===== src/rtl/uart_block_assembler.sv =====
// rtl/uart_block_assembler.sv - packs UART receive bytes into fixed-width blocks for the AES core
// Three-state packer (IDLE/FILL/HOLD) with flush padding, inter-byte timeout and overrun pulses.
module uart_block_assembler #(
   parameter int         NUM_BYTES      = 14,
   parameter bit         MSB_FIRST      = 1'b1,
   parameter int         TIMEOUT_CYCLES = 100000,
   parameter logic [7:0] PAD_BYTE       = 8'h00
) (
   input  logic                             clk,
   input  logic                             reset,
   input  logic [7:0]                       rx_data,
   input  logic                             rx_valid,
   input  logic                             flush,
   output logic [8*NUM_BYTES-1:0]           block_data,
   output logic                             block_valid,
   input  logic                             block_ready,
   output logic [$clog2(NUM_BYTES+1)-1:0]   byte_count,
   output logic                             timeout,
   output logic                             overrun
);

   localparam int CW = $clog2(NUM_BYTES + 1);
   localparam int TW = (TIMEOUT_CYCLES > 0) ? $clog2(TIMEOUT_CYCLES + 1) : 1;
   localparam int BW = 8 * NUM_BYTES;
   localparam logic [CW-1:0] NB       = CW'(NUM_BYTES);
   localparam logic [TW-1:0] TO_LIMIT = TW'(TIMEOUT_CYCLES);

   typedef enum logic [1:0] {ST_IDLE, ST_FILL, ST_HOLD} state_t;

   state_t         state_q, state_d;
   logic [BW-1:0]  data_q, data_d;
   logic [CW-1:0]  cnt_q, cnt_d;
   logic [TW-1:0]  tcnt_q, tcnt_d;
   logic           timeout_q, timeout_d;
   logic           overrun_q, overrun_d;
   logic [CW-1:0]  pos;

   // Position k maps to a byte lane according to the configured byte order.
   function automatic logic [BW-1:0] put_byte(input logic [BW-1:0] blk,
                                              input logic [CW-1:0] k,
                                              input logic [7:0]    b);
      logic [BW-1:0] r;
      int            off;
      r   = blk;
      off = MSB_FIRST ? (NUM_BYTES - 1 - int'(k)) : int'(k);
      r[8*off +: 8] = b;
      return r;
   endfunction

   always_comb begin
      state_d   = state_q;
      data_d    = data_q;
      cnt_d     = cnt_q;
      tcnt_d    = tcnt_q;
      timeout_d = 1'b0;
      overrun_d = 1'b0;
      pos       = cnt_q;
      case (state_q)
         ST_IDLE: begin
            tcnt_d = '0;
            if (rx_valid) begin
               data_d  = put_byte('0, '0, rx_data);
               cnt_d   = CW'(1);
               state_d = (NUM_BYTES == 1) ? ST_HOLD : ST_FILL;
            end
         end
         ST_FILL: begin
            if (rx_valid) begin
               data_d = put_byte(data_q, cnt_q, rx_data);
               pos    = cnt_q + 1'b1;
            end
            if (pos == NB) begin
               cnt_d   = pos;
               tcnt_d  = '0;
               state_d = ST_HOLD;
            end else if (flush) begin
               // Padding starts after any byte stored in this same cycle.
               for (int i = 0; i < NUM_BYTES; i++) begin
                  if (i >= int'(pos)) data_d = put_byte(data_d, CW'(i), PAD_BYTE);
               end
               cnt_d   = NB;
               tcnt_d  = '0;
               state_d = ST_HOLD;
            end else if (rx_valid) begin
               cnt_d  = pos;
               tcnt_d = '0;
            end else if ((TIMEOUT_CYCLES > 0) && (tcnt_q >= TO_LIMIT - 1'b1)) begin
               data_d    = '0;
               cnt_d     = '0;
               tcnt_d    = '0;
               timeout_d = 1'b1;
               state_d   = ST_IDLE;
            end else if (TIMEOUT_CYCLES > 0) begin
               tcnt_d = (tcnt_q == TO_LIMIT) ? tcnt_q : tcnt_q + 1'b1;
            end
         end
         ST_HOLD: begin
            tcnt_d = '0;
            if (block_ready) begin
               data_d  = '0;
               cnt_d   = '0;
               state_d = ST_IDLE;
               // Zero-bubble: a byte arriving with acceptance opens the next block.
               if (rx_valid) begin
                  data_d  = put_byte('0, '0, rx_data);
                  cnt_d   = CW'(1);
                  state_d = (NUM_BYTES == 1) ? ST_HOLD : ST_FILL;
               end
            end else if (rx_valid) begin
               overrun_d = 1'b1;
            end
         end
         default: begin
            state_d = ST_IDLE;
            data_d  = '0;
            cnt_d   = '0;
            tcnt_d  = '0;
         end
      endcase
   end

   always_ff @(posedge clk) begin
      if (!reset) begin
         state_q   <= ST_IDLE;
         data_q    <= '0;
         cnt_q     <= '0;
         tcnt_q    <= '0;
         timeout_q <= 1'b0;
         overrun_q <= 1'b0;
      end else begin
         state_q   <= state_d;
         data_q    <= data_d;
         cnt_q     <= cnt_d;
         tcnt_q    <= tcnt_d;
         timeout_q <= timeout_d;
         overrun_q <= overrun_d;
      end
   end

   assign block_data  = data_q;
   assign block_valid = (state_q == ST_HOLD);
   assign byte_count  = cnt_q;
   assign timeout     = timeout_q;
   assign overrun     = overrun_q;

endmodule


===== config.mk =====
export PLATFORM = sky130hd
export DESIGN_NAME = uart_block_assembler
export DESIGN_NICKNAME = d
export VERILOG_FILES = /design/src/rtl/uart_block_assembler.sv
export SDC_FILE = /design/constraint.sdc
export NUM_CORES = 1
export LEC_CHECK = 0
export ABC_AREA = 1
export BUFFER_PORTS_ARGS = -buffer_cell sky130_fd_sc_hd__buf_2
export CORE_ASPECT_RATIO = 0.75
export CORE_MARGIN = 5
export CORE_UTILIZATION = 54
export CTS_BUF_LIST = sky130_fd_sc_hd__clkbuf_4 sky130_fd_sc_hd__clkbuf_8
export CTS_CLUSTER_DIAMETER = 120
export DETAILED_ROUTE_END_ITERATION = 6
export GPL_TIMING_DRIVEN = 0
export PLACE_DENSITY = 0.79
export SLEW_MARGIN = 20
export SYNTH_ARGS = -nofsm -noshare
export SYNTH_HDL_FRONTEND = slang
export SYNTH_SLANG_ARGS = --single-unit

===== constraint.sdc =====
create_clock -name clk -period 3.08 [get_ports clk]
set_input_delay 0.308 -clock clk [delete_from_list [all_inputs] [get_ports clk]]
set_output_delay 0.308 -clock clk [all_outputs]
set_load 0.1 [all_outputs]

==> flow_metrics.env <==
export IMPL_whs_path_depth=4
export IMPL_postRouteAntennaNets=0
export IMPL_synth_top_cells_by_count="nand2_1 (361), nor2_1 (241), inv_1 (193)"
export IMPL_finalHoldViolations=0
export IMPL_cts_buffers=17
export IMPL_synth_flop_cell="dfxtp_1"
export IMPL_first_iter_violations=1128
export IMPL_dp_hpwl_um=23900
export IMPL_yosys_warnings=0
export IMPL_fmax_mhz=321
export IMPL_worst_setup_path_end_kind="flip-flop"
export IMPL_layout_drive_gt1_share=0.235
export IMPL_routabilityCongestion=1.04
export IMPL_core_area_um2=16000
export IMPL_clkSlewWorstSetupHoldPaths_ns=0.09
export IMPL_ctsLongestPathBuffers=2
export IMPL_std_cell_rows=40
export IMPL_dieArea_um2=19000
export IMPL_worst_pin_slew_ns=0.830
export IMPL_met3_length_um=3450
export IMPL_fin_ws_ns=-0.0329
export IMPL_synth_area_leaders="dfxtp_1 (31%), nand2_1 (15%), nor2_1 (10%)"
export IMPL_die_h_um=121
export IMPL_holdCritPathClass="in -> reg"
export IMPL_skew_ns=0.0195
export IMPL_cp_max_fo=8
export IMPL_syn_instance_count=1439
export IMPL_final_util=0.674
export IMPL_r2r_setup_slack_ns=-0.03
export IMPL_relSlewSlack=0.447
export IMPL_synth_edf_count=0
export IMPL_grt_pass1_vias=9020
export IMPL_antenna_found_initial=0
export IMPL_wl_met2_um=13100
export IMPL_grt_total_usage=0.324
export IMPL_cp_arrival_ns=3.52
export IMPL_period_needed_ns=3.11
export IMPL_ys_seq_elements=137
export IMPL_h_tree_depth=4
export IMPL_setup_viol=3
export IMPL_area_growth_pct=22.3
export IMPL_synthDominantCellAreaShare=0.311
export IMPL_wl_um=32000
export IMPL_maxUsedRoutingLayer="met4"
export IMPL_vias=10200
export IMPL_violations="setup timing"
export IMPL_antenna_cells=0
export IMPL_max_cap_viol_count=0
export IMPL_worstPathRequired_ns=3.48
export IMPL_timing_final_crit_share=1.01
export IMPL_dr_pass1_iters=6
export IMPL_r2r_worst_path_cells=19
export IMPL_synth_nets=1465
export IMPL_wl_per_cell_um=17.4
export IMPL_multiInputGateArea_um2=5300
export IMPL_grt_max_degree=17
export IMPL_tns_ns=-0.0545
export IMPL_cts_tree="done"
export IMPL_nFillCells=1470
export IMPL_seqCellArea_um2=2760
export IMPL_post_synth_top_area_cell="dfxtp_1"
export IMPL_grt_ovfl_total=0
export IMPL_port_buffers=130
export IMPL_wl_met1_um=14600
export IMPL_nets=1643
export IMPL_async_flop_share=0
export IMPL_critPathKind="reg -> reg"
export IMPL_via_per_inst=5.52
export IMPL_netlist_area_um2=8820
export IMPL_drv_slew=0
export IMPL_cts_sinks=137
export IMPL_status="complete, but fails checks"
export IMPL_critPathLaunchType="flip-flop"
export IMPL_yosysSeqAreaShare=0.311
export IMPL_drc=0
export IMPL_die_w_um=158
export IMPL_ir_drop_v=0.000322
export IMPL_ys_types=47
export IMPL_synth_avg_cell_area_um2=6.13
export IMPL_cellPowerDensity_nw_per_um2=454
export IMPL_initial_core_util=0.551
export IMPL_cts_root_buf="clkbuf_8"
export IMPL_io_pins=132
export IMPL_power_leakage_uw=0.00494
export IMPL_clock_latency_ns=0.47
export IMPL_yosysMostFrequentCell="nand2_1"
export IMPL_rsz0062_at_grt="true"
export IMPL_grt_first_pass_wirelength_um=48200
[flip-flops by register name, indices dropped and copies added (netlist names)]
signal / count
state_q: 2
byte_count: 4
timeout: 1
tcnt_q: 17
overrun: 1
block_data: 112
[critical path, cell delays in order, from the launching register on]
cell	delay, ns
dfxtp_4	0.41
inv_6	0.06
ha_4	0.24
nand3b_1	0.21
or2_4	0.29
ha_4	0.28
nand2_2	0.05
nor2_2	0.07
nand2_1	0.06
nand2_2	0.13
nand4_4	0.13
buf_12	0.16
nor2_8	0.19
buf_6	0.14
nand3_4	0.13
nand2_1	0.12
nand3_1	0.07
nor2_1	0.15
nor2_1	0.07
nor2_1	0.09
[report_power, final]
part | switching [uW] | leakage, uW | internal [uW] | total (uW)
clock | 793 | 0.000183 | 649 | 1440
sequential | 30.0 | 0.00111 | 1800 | 1830
combinational | 1220 | 0.00365 | 412 | 1630
[routing by layer]
layer / global-route usage / vias up
li1: - / 4888
met1: 0.479 / 4657
met2: 0.462 / 546
met3: 0.0751 / 73
met4: 0.108 / 0
met5: 0 / -
[cells by family after synthesis]
logic type               after synthesis  synth area share
flip-flops                           137             0.311
AND/OR/NAND/NOR                      838             0.428
buffers and inverters                283             0.131
XOR/XNOR                              15            0.0166
AO/OA/AOI/OAI                        153            0.0952
adder cells (fa/ha/maj)               13            0.0184
[placed cells by master (no fill, tap or decap), drive strengths merged, types with 3 or more instances in the layout]
cell	Yosys	routed
xnor2	4	4
nor4	3	3
a21oi	90	90
o22ai	7	7
or2	9	9
clkinvlp	0	3
clkinv	2	6
nand3	100	102
ha	13	13
nor3b	6	6
xor2	11	11
clkbuf	26	44
nor2	249	249
dfxtp	137	137
nand4	62	62
nand2	371	371
buf	43	200
nor3	35	35
o21ai	51	51
inv	212	218
[per-stage QoR]
step / cells / hold WS [ns] / setup slack [ns] / cell area, um^2 / power (uW)
3_5_place_dp: 1779 / 0.468 / -0.375 / 9750 / 3210
2_1_floorplan: 1439 / 0.437 / 0.00886 / 8830 / 2820
6_report: 1840 / 0.145 / -0.0329 / 10800 / 4900
5_1_grt: 1840 / 0.138 / -0.174 / 10800 / 5070
3_3_place_gp: 1779 / 0.463 / -0.409 / 9750 / 3200
4_1_cts: 1822 / 0.143 / -0.0359 / 10300 / 4670
[cell type report]
class | count | share of cell area
Multi-Input combinational cell | 1021 | 0.491
Clock buffer | 18 | 0.0224
Sequential cell | 137 | 0.255
Buffer | 69 | 0.0363
Inverter | 214 | 0.0751
Clock inverter | 14 | 0.0112
Timing Repair Buffer | 157 | 0.0847
Tap cell | 210 | 0.0243
[repair_timing]
item	4_1_cts	5_1_grt
cloned	1	3
endpoints found under the hold margin	0	0
hold buffers	0	0
pin swaps	3	44
gates resized for setup	14	112
setup endpoints to repair	65	107
buffers inserted	10	15
[final timing paths]
check                     start        endpoint
setup / recovery  byte_count[1]  block_data[25]
setup reg to reg  byte_count[1]  block_data[25]
hold / removal      block_ready         overrun
hold reg to reg   block_data[3]   block_data[3]
Power figures use the tool's default switching activity.
